### src/rtl/nn_mem_loader.sv
// nn_mem_loader
//   Streams words from a valid/ready source into the mnist_nn load ports.
//   The words fill the weight banks 0..NUM_W_BANKS-1 in order, then the input
//   (X) bank. Once loading is complete, the loader hands the memories to the
//   compute engine and holds en_compute high until compute_finish.
//
// Ports
//   clk, rst          clock, synchronous active-high reset
//   start             one-cycle run request (only honoured in IDLE)
//   cfg_w_len         per-bank weight word counts, bank k at [k*W_ADDR_LEN +: W_ADDR_LEN]
//   cfg_x_len/x_sel   input word count and input bank select
//   cfg_skip_w        load the input bank only
//   in_valid/ready    stream handshake, in_data = stream word
//   w_*_oc / x_*_oc   weight / input write port (strobe, address, select)
//   wx_write_oc       write data shared by both ports
//   load_compute_ctrl 1 = load port owns the memories, 0 = compute owns them
//   en_compute        compute enable; compute_finish ends the run
//   busy, done        run in progress / end-of-run pulse
//
// state   | meaning
// IDLE    | waiting for start
// LOAD_W  | writing weight banks, skipping zero-length banks
// LOAD_X  | writing the input bank
// HANDOFF | one cycle carrying the final write strobe, no new words
// COMPUTE | compute owns the memories until compute_finish

module nn_mem_loader #(
    parameter int W_ADDR_LEN  = 20,
    parameter int X_ADDR_LEN  = 10,
    parameter int W_SEL_LEN   = 2,
    parameter int X_SEL_LEN   = 2,
    parameter int DATA_LEN    = 1,
    parameter int NUM_W_BANKS = 4
) (
    input  logic                              clk,
    input  logic                              rst,
    input  logic                              start,
    input  logic [NUM_W_BANKS*W_ADDR_LEN-1:0] cfg_w_len,
    input  logic [X_ADDR_LEN-1:0]             cfg_x_len,
    input  logic [X_SEL_LEN-1:0]              cfg_x_sel,
    input  logic                              cfg_skip_w,
    input  logic                              in_valid,
    output logic                              in_ready,
    input  logic [DATA_LEN-1:0]               in_data,
    output logic                              w_wq_oc,
    output logic [W_ADDR_LEN-1:0]             w_addr_oc,
    output logic [W_SEL_LEN-1:0]              w_sel_oc,
    output logic                              x_wq_oc,
    output logic [X_ADDR_LEN-1:0]             x_addr_oc,
    output logic [X_SEL_LEN-1:0]              x_sel_oc,
    output logic [DATA_LEN-1:0]               wx_write_oc,
    output logic                              load_compute_ctrl,
    output logic                              en_compute,
    input  logic                              compute_finish,
    output logic                              busy,
    output logic                              done
);

    typedef enum logic [2:0] {IDLE, LOAD_W, LOAD_X, HANDOFF, COMPUTE} state_t;

    localparam logic [W_ADDR_LEN-1:0] W_ONE = 1;
    localparam logic [X_ADDR_LEN-1:0] X_ONE = 1;

    state_t                  r_state;
    logic [W_ADDR_LEN-1:0]   r_w_len_a [NUM_W_BANKS];
    logic [NUM_W_BANKS-1:0]  r_nz;
    logic [X_ADDR_LEN-1:0]   r_x_len;
    logic [X_SEL_LEN-1:0]    r_x_sel;
    logic [W_SEL_LEN-1:0]    r_bank_idx;
    logic [W_ADDR_LEN-1:0]   r_w_cnt;
    logic [X_ADDR_LEN-1:0]   r_x_cnt;

    logic                    r_in_ready;
    logic                    r_w_wq;
    logic [W_ADDR_LEN-1:0]   r_w_addr;
    logic [W_SEL_LEN-1:0]    r_w_sel;
    logic                    r_x_wq;
    logic [X_ADDR_LEN-1:0]   r_x_addr;
    logic [X_SEL_LEN-1:0]    r_x_sel_o;
    logic [DATA_LEN-1:0]     r_wdata;
    logic                    r_lcc;
    logic                    r_en;
    logic                    r_busy;
    logic                    r_done;

    logic [NUM_W_BANKS-1:0]  w_cfg_nz;
    logic [W_SEL_LEN:0]      w_first;
    logic [W_SEL_LEN:0]      w_next;
    logic [W_ADDR_LEN-1:0]   w_cur_len;
    logic                    w_accept;

    // Lowest nonzero bank strictly above 'from'; MSB of result = found.
    function automatic logic [W_SEL_LEN:0] f_next_bank(input logic [NUM_W_BANKS-1:0] nz,
                                                       input int from);
        logic [W_SEL_LEN:0] res;
        res = '0;
        for (int k = NUM_W_BANKS - 1; k >= 0; k--) begin
            if (k > from && nz[k]) res = {1'b1, k[W_SEL_LEN-1:0]};
        end
        return res;
    endfunction

    always_comb begin
        w_cfg_nz = '0;
        for (int k = 0; k < NUM_W_BANKS; k++)
            w_cfg_nz[k] = |cfg_w_len[k*W_ADDR_LEN +: W_ADDR_LEN];
    end

    assign w_first   = f_next_bank(w_cfg_nz, -1);
    assign w_next    = f_next_bank(r_nz, int'(r_bank_idx));
    assign w_cur_len = r_w_len_a[r_bank_idx];
    assign w_accept  = in_valid && r_in_ready;

    always_ff @(posedge clk) begin
        if (rst) begin
            r_state    <= IDLE;
            for (int k = 0; k < NUM_W_BANKS; k++) r_w_len_a[k] <= '0;
            r_nz       <= '0;
            r_x_len    <= '0;
            r_x_sel    <= '0;
            r_bank_idx <= '0;
            r_w_cnt    <= '0;
            r_x_cnt    <= '0;
            r_in_ready <= 1'b0;
            r_w_wq     <= 1'b0;
            r_w_addr   <= '0;
            r_w_sel    <= '0;
            r_x_wq     <= 1'b0;
            r_x_addr   <= '0;
            r_x_sel_o  <= '0;
            r_wdata    <= '0;
            r_lcc      <= 1'b1;
            r_en       <= 1'b0;
            r_busy     <= 1'b0;
            r_done     <= 1'b0;
        end else begin
            r_w_wq <= 1'b0;
            r_x_wq <= 1'b0;
            r_done <= 1'b0;
            case (r_state)
                IDLE: begin
                    if (start) begin
                        for (int k = 0; k < NUM_W_BANKS; k++)
                            r_w_len_a[k] <= cfg_w_len[k*W_ADDR_LEN +: W_ADDR_LEN];
                        r_nz       <= w_cfg_nz;
                        r_x_len    <= cfg_x_len;
                        r_x_sel    <= cfg_x_sel;
                        r_w_cnt    <= '0;
                        r_x_cnt    <= '0;
                        r_bank_idx <= w_first[W_SEL_LEN-1:0];
                        r_busy     <= 1'b1;
                        if (!cfg_skip_w && w_first[W_SEL_LEN]) begin
                            r_state    <= LOAD_W;
                            r_in_ready <= 1'b1;
                        end else if (cfg_x_len != '0) begin
                            r_state    <= LOAD_X;
                            r_in_ready <= 1'b1;
                        end else begin
                            r_state    <= HANDOFF;
                        end
                    end
                end
                LOAD_W: begin
                    if (w_accept) begin
                        r_w_wq   <= 1'b1;
                        r_w_addr <= r_w_cnt;
                        r_w_sel  <= r_bank_idx;
                        r_wdata  <= in_data;
                        if (r_w_cnt == w_cur_len - W_ONE) begin
                            r_w_cnt <= '0;
                            if (w_next[W_SEL_LEN]) begin
                                r_bank_idx <= w_next[W_SEL_LEN-1:0];
                            end else if (r_x_len != '0) begin
                                r_state <= LOAD_X;
                            end else begin
                                r_state    <= HANDOFF;
                                r_in_ready <= 1'b0;
                            end
                        end else begin
                            r_w_cnt <= r_w_cnt + W_ONE;
                        end
                    end
                end
                LOAD_X: begin
                    if (w_accept) begin
                        r_x_wq    <= 1'b1;
                        r_x_addr  <= r_x_cnt;
                        r_x_sel_o <= r_x_sel;
                        r_wdata   <= in_data;
                        if (r_x_cnt == r_x_len - X_ONE) begin
                            r_x_cnt    <= '0;
                            r_state    <= HANDOFF;
                            r_in_ready <= 1'b0;
                        end else begin
                            r_x_cnt <= r_x_cnt + X_ONE;
                        end
                    end
                end
                HANDOFF: begin
                    r_state <= COMPUTE;
                    r_lcc   <= 1'b0;
                    r_en    <= 1'b1;
                end
                COMPUTE: begin
                    if (compute_finish) begin
                        r_state <= IDLE;
                        r_lcc   <= 1'b1;
                        r_en    <= 1'b0;
                        r_busy  <= 1'b0;
                        r_done  <= 1'b1;
                    end
                end
                default: r_state <= IDLE;
            endcase
        end
    end

    assign in_ready          = r_in_ready;
    assign w_wq_oc           = r_w_wq;
    assign w_addr_oc         = r_w_addr;
    assign w_sel_oc          = r_w_sel;
    assign x_wq_oc           = r_x_wq;
    assign x_addr_oc         = r_x_addr;
    assign x_sel_oc          = r_x_sel_o;
    assign wx_write_oc       = r_wdata;
    assign load_compute_ctrl = r_lcc;
    assign en_compute        = r_en;
    assign busy              = r_busy;
    assign done              = r_done;

endmodule

### config.mk
export PLATFORM = sky130hd
export DESIGN_NAME = nn_mem_loader
export DESIGN_NICKNAME = d
export VERILOG_FILES = /design/src/rtl/nn_mem_loader.sv
export SDC_FILE = /design/constraint.sdc
export NUM_CORES = 1
export LEC_CHECK = 0
export ABC_AREA = 1
export CELL_PAD_IN_SITES_DETAIL_PLACEMENT = 0
export CELL_PAD_IN_SITES_GLOBAL_PLACEMENT = 1
export CORE_AREA = 10 10 137 201
export CTS_BUF_LIST = sky130_fd_sc_hd__clkbuf_2
export CTS_CLUSTER_DIAMETER = 100
export DETAILED_ROUTE_END_ITERATION = 16
export DIE_AREA = 0 0 147 211
export PLACE_DENSITY = 0.77
export SYNTH_ARGS = -nofsm -noshare
export SYNTH_HDL_FRONTEND = slang
export SYNTH_SLANG_ARGS = --single-unit
### constraint.sdc
create_clock -name clk -period 3.5 [get_ports clk]
set_input_delay 0.7 -clock clk [delete_from_list [all_inputs] [get_ports clk]]
set_output_delay 0.7 -clock clk [all_outputs]
set_load 0.005 [all_outputs]
After elaboration in Yosys (flattened, before gate mapping) --
Memories as Yosys holds them, arrays and structs flattened. A register that Yosys moved wholly into a read port is not among the register bits. Cells that the tools add are included.
Storage, ports and cells: register bits after elaboration 93, word-level logic and storage cells 144, output and inout port bits 42, bits in writable memories 80, memories kept 1, input bits 99
Memories:
- r_w_len_a | words 4, bits a word 20, rd ports 1, clocked after memory_dff 1, wr ports 4, line 65 | logic [W_ADDR_LEN-1:0] r_w_len_a [NUM_W_BANKS];
Operators by class: reductions and logical operators 33, bitwise operators 7, equal/unequal tests 16, mux-type cells 61, magnitude comparators 3, $add $sub $neg 4
Operator list (count):
- $mux 20 | 7
- $reduce_or 20->1 | 4
- $mux 3 | 14
- $pmux 20 s2 | 1
- $mux 10 | 3
- $mux 1 | 22
- $add 20x1->20 const B | 1
- $eq 20x20->1 | 1
- $pmux 10 s2 | 1
- $reduce_bool 10->1 | 2
- $sub 20x1->20 const B | 1
- $ne 2x2->1 const B | 9
- $pmux 3 s5 | 1
- $mux 2 | 7
- $add 10x1->10 const B | 1
- $eq 10x10->1 | 1
- $reduce_and 2->1 | 5
- $sub 10x1->10 const B | 1
- $reduce_and 3->1 | 3
- $reduce_and 9->1 | 1
- $reduce_bool 2->1 | 4
- $reduce_or 2->1 | 4
- $reduce_and 7->1 | 1
- $eq 3x2->1 const B | 2
- 15 further kinds | 27

Longest topological paths before layout --
Gate-level depths: netlist of run 1.
word-level depth 11, mapped depth 22, depth with buffers taken out 21

Worst setup path after synthesis of run 1 --
OpenSTA, ideal clock, no wires.
kind flip-flop to flip-flop, start reg r_state[2], end mem r_w_len_a[0][0] (enable), data arrival time 3.299 ns, cell stages (with the launch flop) 7, data required time 3.024 ns, setup slack -0.275 ns, path through dfxtp_1 > nor2_1 > inv_1 > nor2_1 > nand2_1 > nand2_1 > clkbuf_1
RTL lines:
- from (decl) | line 64 | state_t r_state;
- from (signal assigned) | line 116 | r_state <= IDLE;
- from (signal assigned) | line 153 | r_state <= LOAD_W;
- from (signal assigned) | line 156 | r_state <= LOAD_X;
- to (decl) | line 65

==> results of run 1 <==
area by class of cell:
class	instances	area, um^2
fillers	2451	12900
flip-flops and latches	174	4280
multi-input cells	745	3620
repair buffers	155	1580
inverters	175	657
well taps	319	399
clock inverters	14	174
clock buffers	18	90.1
diodes	2	5.00
tightest hold or removal path, delay by kind of cell:
family | cells | cell delay [ns]
buffers and inverters | 2 | 0.46
AO/OA/AOI/OAI | 1 | 0.07
through the flow:
stage	std cells	util [%]
2_1_floorplan	1129	-
3_3_place_gp	1568	44.4
3_5_place_dp	1568	44.4
4_1_cts	1600	45.5
5_1_grt	1602	45.5
6_report	1602	45.5
flip-flops by register name, indices dropped and copies added, names as in the netlist, 2 cells and up, named ones only:
register and cells:
r_w_len_a 80, r_x_cnt 10, r_bank_idx 2, w_addr_oc 20, r_w_cnt 20, x_sel_oc 2
x_addr_oc 10, r_x_sel 2, w_sel_oc 2, r_state 3, r_x_len 10, r_nz 3
metal layers:
layer / up-vias / track usage, % / routed length (um)
met4: 0 / 7.47 / 824
met2: 129 / 30.9 / 13900
met5: - / 0 / 0
met1: 3486 / 16.6 / 9530
li1: 3890 / - / -
met3: 43 / 3.34 / 823
logic make-up after synthesis:
| logic type | count (synthesis) |
|---|---|
| buffers and inverters | 210 |
| and+or+nand+nor | 581 |
| DFF | 174 |
| adders and majority gates | 4 |
| xor gates and xnor gates | 47 |
| AOI/OAI and AO/OA | 113 |
cell usage after synthesis (2+ instances only):
| cell type | number |
|---|---|
| clkinv_1 | 3 |
| nand2_1 | 225 |
| nand3_1 | 82 |
| o22ai_1 | 10 |
| o21ai_0 | 50 |
| o21ai_1 | 2 |
| xor2_1 | 38 |
| nor2_1 | 184 |
| nand2_2 | 7 |
| nor3b_1 | 3 |
| edfxtp_1 | 80 |
| inv_2 | 5 |
| dfxtp_1 | 94 |
| a21oi_1 | 40 |
| nor3_1 | 18 |
| buf_2 | 11 |
| nand2_4 | 2 |
| nor2_4 | 2 |
| xnor2_1 | 8 |
| nand4_1 | 31 |
| inv_1 | 167 |
| nor2_2 | 14 |
| clkbuf_1 | 22 |
| o21bai_1 | 6 |
| nor4_1 | 9 |
| ha_1 | 4 |
layout by cell type (no fill, tap or decap), types with 31 or more instances in the layout:
master | synthesis | routed
o21ai_0 | 50 | 50
dfxtp_1 | 94 | 94
nand3_1 | 82 | 82
nor2_1 | 184 | 184
edfxtp_1 | 80 | 80
xor2_1 | 38 | 38
nand2_1 | 225 | 223
inv_1 | 167 | 168
clkdlybuf4s50_1 | 0 | 140
a21oi_1 | 40 | 40
nand4_1 | 31 | 31
worst paths after layout:
check	end	slack [ns]
worst max-delay path	r_w_cnt[2]	0.57
worst min register to register	load_compute_ctrl	0.48
worst min-delay path	r_x_len[7]	0.47
worst max register to register	r_w_cnt[2]	0.57
power groups by stage:
stage          clock network, W  registers, W  logic, W
2_1_floorplan                 0       0.00274   0.00222
3_3_place_gp                  0       0.00279   0.00309
3_5_place_dp                  0       0.00279   0.00310
4_1_cts                 0.00120       0.00275   0.00312
5_1_grt                 0.00128       0.00278   0.00352
6_report                0.00116       0.00274   0.00308
==> results.cfg, run 1 <==
[pwr]
powerDensity_mw_per_mm2 = 646
p_sw_w = 0.00287
p_sw_share_pct = 41.2
power_frac_clock_pct = 16.6
seq_power_share_pct = 39.3
power_w = 0.00698
p_leak_nw = 4.60
peakVddDrop_v = 0.000305
p_int_w = 0.00411
comb_power_share_pct = 44.1

[detailed_routing]
drt-pass1-iter-count = 6
drt_iter0_markers = 354
num_vias = 7548
via_per_inst = 4.71
drt-total-wl_mm = 25.1
drt-wirelength-per-cell_um = 15.6
ant_nets = 0
drc = 0

[die]
io-pin-count = 141
die_x_um = 147
row_count = 69
start_util_pct = 36.7
design.die.area_mm2 = 0.0310
die_height_um = 211
core_area_mm2 = 0.0237

[cells_and_area]
drive_gt1_share_pct = 6.25
design_area_mm2 = 0.0108
layout.nets = 1371
synthToLayoutAreaGrowth_pct = 24.0

[clock_tree]
cts_max_level = 4
cts_hold_buf = 0
cts_tree = yes
clock-root-buffer = clkbuf_2
clock_path_buffers = 2
cts_buffers = 17
cts.repair.resized = 0
post-cts-setup-buffer-count = 0
clock_latency_ns = 0.78
clkSinkCount = 174
clkSlewWorstSetupHoldPaths_ns = 0.24

[worst_setup_path]
crit_path_frequent_cell = nand2_1
end_kind = register
worst_path_max_delay_cell = inv_2
cpPeakStageDelay_ns = 0.49
path_cells = inv_2 > nand2_1 > nand3_1 > nand2_2 > ha_1 > nand2_1 > nor2_4 > nand3_2 > clkinv_1 > nand3_1 > nand2_1 > nor2_1 > nand2_1 > nor2_1 > nand3_1 > nand2_4 > nand2_2 > nand2_4 > nor3_1
cp_max_fo = 40
cp_data_arrival_time_ns = 3.59
crit_required_ns = 4.16
critical_path_depth = 19
startpoint_type = register
rr_worst_depth = 19
worstSetupPathType = register to register
cp_num_buf_inv = 2
crit_family = simple AND/OR/NAND/NOR gates

[logic_synthesis]
synth-edff-count = 80
synthMuxAreaShare_pct = 0
synth_top_area_share_pct = 27.6
avgSynthCellArea_um2 = 7.72
synth_ff_type = dfxtp_1
ys_types = 38
syn_nets = 1232
yosys_warnings = 0
synthXorXnorAreaFrac_pct = 4.88
synth_top_family_by_area = simple AND/OR/NAND/NOR gates
synth_area_mm2 = 0.00871
ys_top_cells_by_area = edfxtp_1 28%, dfxtp_1 22%, nand2_1 9.7%, nor2_1 7.9%, inv_1 7.2%
synthAdderAreaFrac_pct = 0.575
synth_sequential_area_ratio_pct = 49.2
synth-simple-area-share_pct = 29.0
async_reset_ff_share_pct = 0
yosysTopAreaCell = edfxtp_1
yosys_register_bits = 174
syn_inst = 1129
synth-compound-area-share_pct = 6.95

[sta]
finalSetupViolCount = 0
min_period_ns = 2.93
report.final.slew_viol_count = 0
fin_setup_tns_ns = 0
fin_skew_ns = 0.0393
whs_ns = 0.467
finalHoldViolations = 0
finalCritPeriodShare_pct = 83.8
max_slew_margin_pct = 54.5
rsz0062_at_grt = no
fmax_mhz = 341
worstMarginPinSlew_ns = 0.678
worst_slack_ns = 0.567

[worst_hold_path]
hold_class = input pin to register
min_path_cells = 3
worstHoldStart = cfg_x_len[7]

[placed_design]
dpl_cell_area_mm2 = 0.0105
pre_cts_ws_ns = 0.569
globalplace.congestion = 0.861
numPortBuffers = 140
dpl.hpwl_mm = 19.6

[global_route]
grt_usage_pct = 16.2
grt_pass1_vias = 7788
grt-ovfl-total = 0
grt_first_pass_wirelength_mm = 40.0
grt_max_degree = 48
antenna_found_initial = 2

[run]
cap_viol_max_count = 0

[outcome]
status = finished, final reports clean
(Power assumes the default switching activity.)
==> run 2: changes to the inputs <==
==> constraint.sdc (replaced) <==
create_clock -name clk -period 2.4 [get_ports clk]
set_input_delay 0.48 -clock clk [delete_from_list [all_inputs] [get_ports clk]]
set_output_delay 0.48 -clock clk [all_outputs]
set_load 0.005 [all_outputs]
==> run 2 against run 1 <==
Effect of this change:
- the run now ends with negative setup slack left
- maximum frequency increased by 19%
- sequential share of layout area decreased by 4.0 points
- die area unchanged
- clock power increased by 22%
- combinational power increased by 110%
- setup slack got worse by 0.64 ns
- core utilization increased by 5.3 points
- critical path depth increased by 2
- final cell count increased by 7.6%
- critical path type unchanged
- largest cell class unchanged
- largest power group unchanged
==> results.cfg, run 2 (synthesis gave the netlist of run 1 again) <==
[outcome]
status = complete, but fails checks
violations = negative setup slack

[worst_setup_path]
cp_max_fo = 7
rr_worst_depth = 21
crit_required_ns = 3.04
startpoint_type = register
end_kind = register
cp_data_arrival_time_ns = 3.11
worstSetupPathType = register to register

[sta]
worst_slack_ns = -0.0702
rsz0062_at_grt = yes
worstMarginPinSlew_ns = 0.468
fmax_mhz = 405
max_slew_margin_pct = 68.8
report.final.slew_viol_count = 0
fin_setup_tns_ns = -0.857
finalSetupViolCount = 24
min_period_ns = 2.47
finalHoldViolations = 0
finalCritPeriodShare_pct = 103
fin_skew_ns = 0.0548

[clock_tree]
cts_buffers = 17
clock_latency_ns = 0.77
clkSlewWorstSetupHoldPaths_ns = 0.28
cts_tree = yes
cts_max_level = 4
clkSinkCount = 174
clock-root-buffer = clkbuf_2
clock_path_buffers = 2

[pwr]
powerDensity_mw_per_mm2 = 979
peakVddDrop_v = 0.000452
p_leak_nw = 5.25

[cells_and_area]
regMostFlops = r_w_len_a
mostFrequentLayoutCells = 194 x nand2_1, 174 x nor2_1, 165 x inv_1
layout.nets = 1493
n_fill_cell = 2390
largest_register_ff_count = 80
final_common_cell = nand2_1
synthToLayoutAreaGrowth_pct = 38.4
drive_gt1_share_pct = 19.2
final_core_util_pct = 50.8

[detailed_routing]
drt-total-wl_mm = 26.5
via_per_inst = 4.68
drt-wirelength-per-cell_um = 15.4
drt_iter0_markers = 416
drc = 0
num_vias = 8064
ant_nets = 0
drt-pass1-iter-count = 5

[die]
design.die.area_mm2 = 0.0310
io-pin-count = 141
die_height_um = 211
die_x_um = 147
start_util_pct = 36.7
row_count = 69
core_area_mm2 = 0.0237

[run]
cap_viol_max_count = 0

[worst_hold_path]
min_path_cells = 3
hold_class = input pin to register

[global_route]
grt_first_pass_wirelength_mm = 41.9
grt_usage_pct = 16.8
grt_max_degree = 53
grt-ovfl-total = 0
grt_pass1_vias = 8332
antenna_found_initial = 2

[placed_design]
numPortBuffers = 140
globalplace.congestion = 0.884
dpl.hpwl_mm = 20.5
-- run 2: critical path: stages, from the launching register on --
cell	delay [ns]
dfxtp_4	0.43
buf_6	0.14
nand2_2	0.06
nand3_2	0.08
nand2_2	0.11
ha_4	0.15
nand2_2	0.07
nor2_4	0.18
nand3_4	0.12
inv_2	0.08
nand2_1	0.05
nand2_1	0.07
nand2_1	0.05
inv_1	0.04
nand2_1	0.06
nor2_2	0.14
nand3_2	0.11
nand2_4	0.12
buf_6	0.10
nand4_1	0.07
nand2_1	0.11
nor2_2	0.06
-- run 2: through the flow --
stage	hold slack (ns)	setup slack (ns)	cells	total power [W]	area, um^2
2_1_floorplan	0.446	0.00259	1129	0.00722	8710
3_3_place_gp	0.440	-0.313	1683	0.00947	11400
3_5_place_dp	0.446	-0.350	1683	0.00949	11400
4_1_cts	0.158	-0.0583	1719	0.0114	11800
5_1_grt	0.198	-0.299	1724	0.0127	12100
6_report	0.246	-0.0702	1724	0.0118	12100
-- run 2: path summary, 6_finish.rpt --
kind	from	slack [ns]	endpoint
setup / recovery	register	-0.07	register
hold reg to reg	load_compute_ctrl	0.49	load_compute_ctrl
setup reg to reg	register	-0.07	register
hold / removal	cfg_x_sel[0]	0.25	r_x_sel[0]
-- run 2: report_power, final --
group / total, W / internal [W] / leakage [nW] / switching (W)
Combinational: 0.00634 / 0.00275 / 3.50 / 0.00359
Sequential: 0.00406 / 0.00376 / 1.62 / 0.000302
Clock: 0.00141 / 0.000302 / 0.127 / 0.00111
-- run 2: what timing repair did --
item,4_1_cts,5_1_grt
resized for setup,54,43
hold buffers,0,0
cloned,1,1
pin swaps,30,26
setup endpoints to repair,27,34
buffers inserted,3,2
-- run 2: layer usage --
metal / vias to the layer above / part of all wire (%) / GRT usage (%)
met4: 0 / 2.0 / 5.07
met2: 149 / 58 / 33.7
met5: - / 0 / 0
li1: 4137 / - / -
met3: 31 / 3.4 / 3.09
met1: 3747 / 37 / 16.8
-- run 2: final cells by class --
| cell class | instances | area (um^2) | share of cell area (%) |
|---|---|---|---|
| diodes | 2 | 5.00 | 0.0415 |
| inverters | 175 | 664 | 5.51 |
| clock buffers | 19 | 95.1 | 0.789 |
| well taps | 319 | 399 | 3.31 |
| repair buffers | 277 | 2560 | 21.3 |
| multi-input cells | 745 | 3930 | 32.6 |
| flip-flops and latches | 174 | 4290 | 35.6 |
| clock inverters | 13 | 104 | 0.861 |
==> run 3: changes to the inputs <==
--- a/config.mk
+++ b/config.mk
@@ -8,12 +8,11 @@
 export ABC_AREA = 1
 export CELL_PAD_IN_SITES_DETAIL_PLACEMENT = 0
 export CELL_PAD_IN_SITES_GLOBAL_PLACEMENT = 1
-export CORE_AREA = 10 10 137 201
-export CTS_BUF_LIST = sky130_fd_sc_hd__clkbuf_2
+export CORE_AREA = 10 10 139 204
 export CTS_CLUSTER_DIAMETER = 100
 export DETAILED_ROUTE_END_ITERATION = 16
-export DIE_AREA = 0 0 147 211
-export PLACE_DENSITY = 0.77
+export DIE_AREA = 0 0 149 214
+export PLACE_DENSITY = 0.75
 export SYNTH_ARGS = -nofsm -noshare
 export SYNTH_HDL_FRONTEND = slang
 export SYNTH_SLANG_ARGS = --single-unit
==> run 3 against run 2 <==
Effect of this change:
- largest cell class unchanged
- combinational power barely moved
- critical path type unchanged
- the flow still finishes with violations (negative setup slack)
- cell area rose by 3.9%
- maximum frequency rose by 0.87%
- register-to-register slack improved by 0.02 ns
==> results.cfg, run 3 (synthesis gave the netlist of run 1 again) <==
[worst_hold_path]
worst_hold_path.endpoint = load_compute_ctrl
hold_class = register to register
worstHoldStart = load_compute_ctrl
min_path_cells = 2

[cells_and_area]
layout.nets = 1490
n_antenna_cell = 0
final_common_cell = nand2_1
largest_register_ff_count = 80
regMostFlops = r_w_len_a
synthToLayoutAreaGrowth_pct = 43.8
mostFrequentLayoutCells = 189 x nand2_1, 175 x nor2_1, 165 x inv_1
drive_gt1_share_pct = 19.1
finalNonFillerCells = 1728
final_core_util_pct = 50.4

[clock_tree]
cts_hold_buf = 0
clkSinkCount = 174
clock-root-buffer = clkbuf_16
cts_buffers = 17
clkSlewWorstSetupHoldPaths_ns = 0.06
clock_path_buffers = 2
cts_max_level = 4
clock_latency_ns = 0.44
cts_tree = yes

[sta]
rsz0062_at_grt = yes
finalSetupViolCount = 26
max_slew_margin_pct = 65.3
finalCritPeriodShare_pct = 102
fin_skew_ns = 0.00936
worst_slack_ns = -0.0490
finalHoldViolations = 0
worstMarginPinSlew_ns = 0.516
report.final.slew_viol_count = 0
fmax_mhz = 408
fin_setup_tns_ns = -0.825
min_period_ns = 2.45

[die]
design.die.area_mm2 = 0.0319
die_x_um = 149
die_height_um = 214
row_count = 71
io-pin-count = 141
start_util_pct = 35.0
core_area_mm2 = 0.0249

[placed_design]
numPortBuffers = 140
dp_cells = 1686
dpl.hpwl_mm = 20.9
globalplace.congestion = 0.899
pre_cts_ws_ns = -0.583

[detailed_routing]
drt-wirelength-per-cell_um = 15.7
ant_nets = 0
drc = 0
via_per_inst = 4.70
drt_iter0_markers = 507
num_vias = 8119
drt-pass1-iter-count = 4
drt-total-wl_mm = 27.1

[worst_setup_path]
worstSetupPathType = register to register
worst_path_max_delay_cell = dfxtp_4
rrSetupSlack_ns = -0.05
cpPeakStageDelay_ns = 0.39
crit_family = simple AND/OR/NAND/NOR gates
cp_max_fo = 8
r2r_end = r_state[1]
path_cells = buf_12 > buf_16 > nand2_2 > nand3_2 > nand2_2 > nand2_4 > nor2_4 > buf_4 > nand2_2 > xor2_1 > nand2_1 > inv_2 > nand2_1 > nor2_2 > nand3_2 > nand2_4 > buf_6 > nand3_2 > nand2_1 > inv_1 > nor2_1
rr_worst_depth = 21
end_kind = register
cp_num_buf_inv = 6
cp_data_arrival_time_ns = 2.83
crit_required_ns = 2.78
startpoint_type = register
critical_path_depth = 21

[global_route]
grt_first_pass_wirelength_mm = 42.4
grt-ovfl-total = 0
grt_usage_pct = 16.8
antenna_found_initial = 0
grt_max_degree = 54
grt_pass1_vias = 8320

[pwr]
p_leak_nw = 5.49
powerDensity_mw_per_mm2 = 1050
power_w = 0.0132
peakVddDrop_v = 0.000624

[outcome]
violations = negative setup slack
status = complete, but fails checks

[run]
cap_viol_max_count = 0
[run 3: cell types whose count changed in the layout (fill, tap and decap cells not counted), moves of 5 or more]
cell / before / now
clkbuf_16: 1 / 21
clkbuf_2: 19 / 0
nand2_1: 194 / 189
nand3_1: 70 / 65
[run 3: cell type report]
| type | count | area, um^2 |
|---|---|---|
| clock buffers | 22 | 518 |
| clock inverters | 10 | 78.8 |
| fillers | 2439 | 12300 |
| inverters | 175 | 669 |
| multi-input cells | 745 | 3970 |
| flip-flops and latches | 174 | 4290 |
| well taps | 328 | 410 |
| repair buffers | 274 | 2590 |
[run 3: routing by layer]
metal  track usage, %  vias up  part of all wire (%)
met5                0        -                     0
met4             5.71        0                   2.3
met3             3.29       38                   3.4
met2             32.9      144                    58
met1             16.8     3807                    37
li1                 -     4130                     -
[run 3: power breakdown]
group | switching, W | leakage [nW] | internal, W
logic | 0.00357 | 3.57 | 0.00275
clock network | 0.00115 | 0.294 | 0.00163
registers | 0.000340 | 1.62 | 0.00376
[run 3: worst reg2reg max path: cells and delay by family, from the launching register on]
family                    cells  cell delay [ns]
buffers and inverters         6             0.62
DFF                           1             0.39
xor gates and xnor gates      1             0.14
and+or+nand+nor              14             1.23
[run 3: worst max-delay path by stage]
stage                             end
after floorplan           r_w_cnt[12]
after global placement       in_ready
after detailed placement     in_ready
after CTS                  r_state[1]
after global routing       r_state[1]
final                      r_state[1]
[run 3: per-stage QoR]
| stage | hold slack (ns) | instance area, um^2 |
|---|---|---|
| 2_1_floorplan | 0.446 | 8710 |
| 3_3_place_gp | 0.443 | 11400 |
| 3_5_place_dp | 0.447 | 11400 |
| 4_1_cts | 0.464 | 12400 |
| 5_1_grt | 0.488 | 12500 |
| 6_report | 0.471 | 12500 |
[run 3: what timing repair did]
action | 4_1_cts | 5_1_grt
pin swaps | 33 | 20
cloned | 1 | 1
gates resized for setup | 88 | 17
setup endpoints to repair | 27 | 36
buffers inserted | 6 | 2
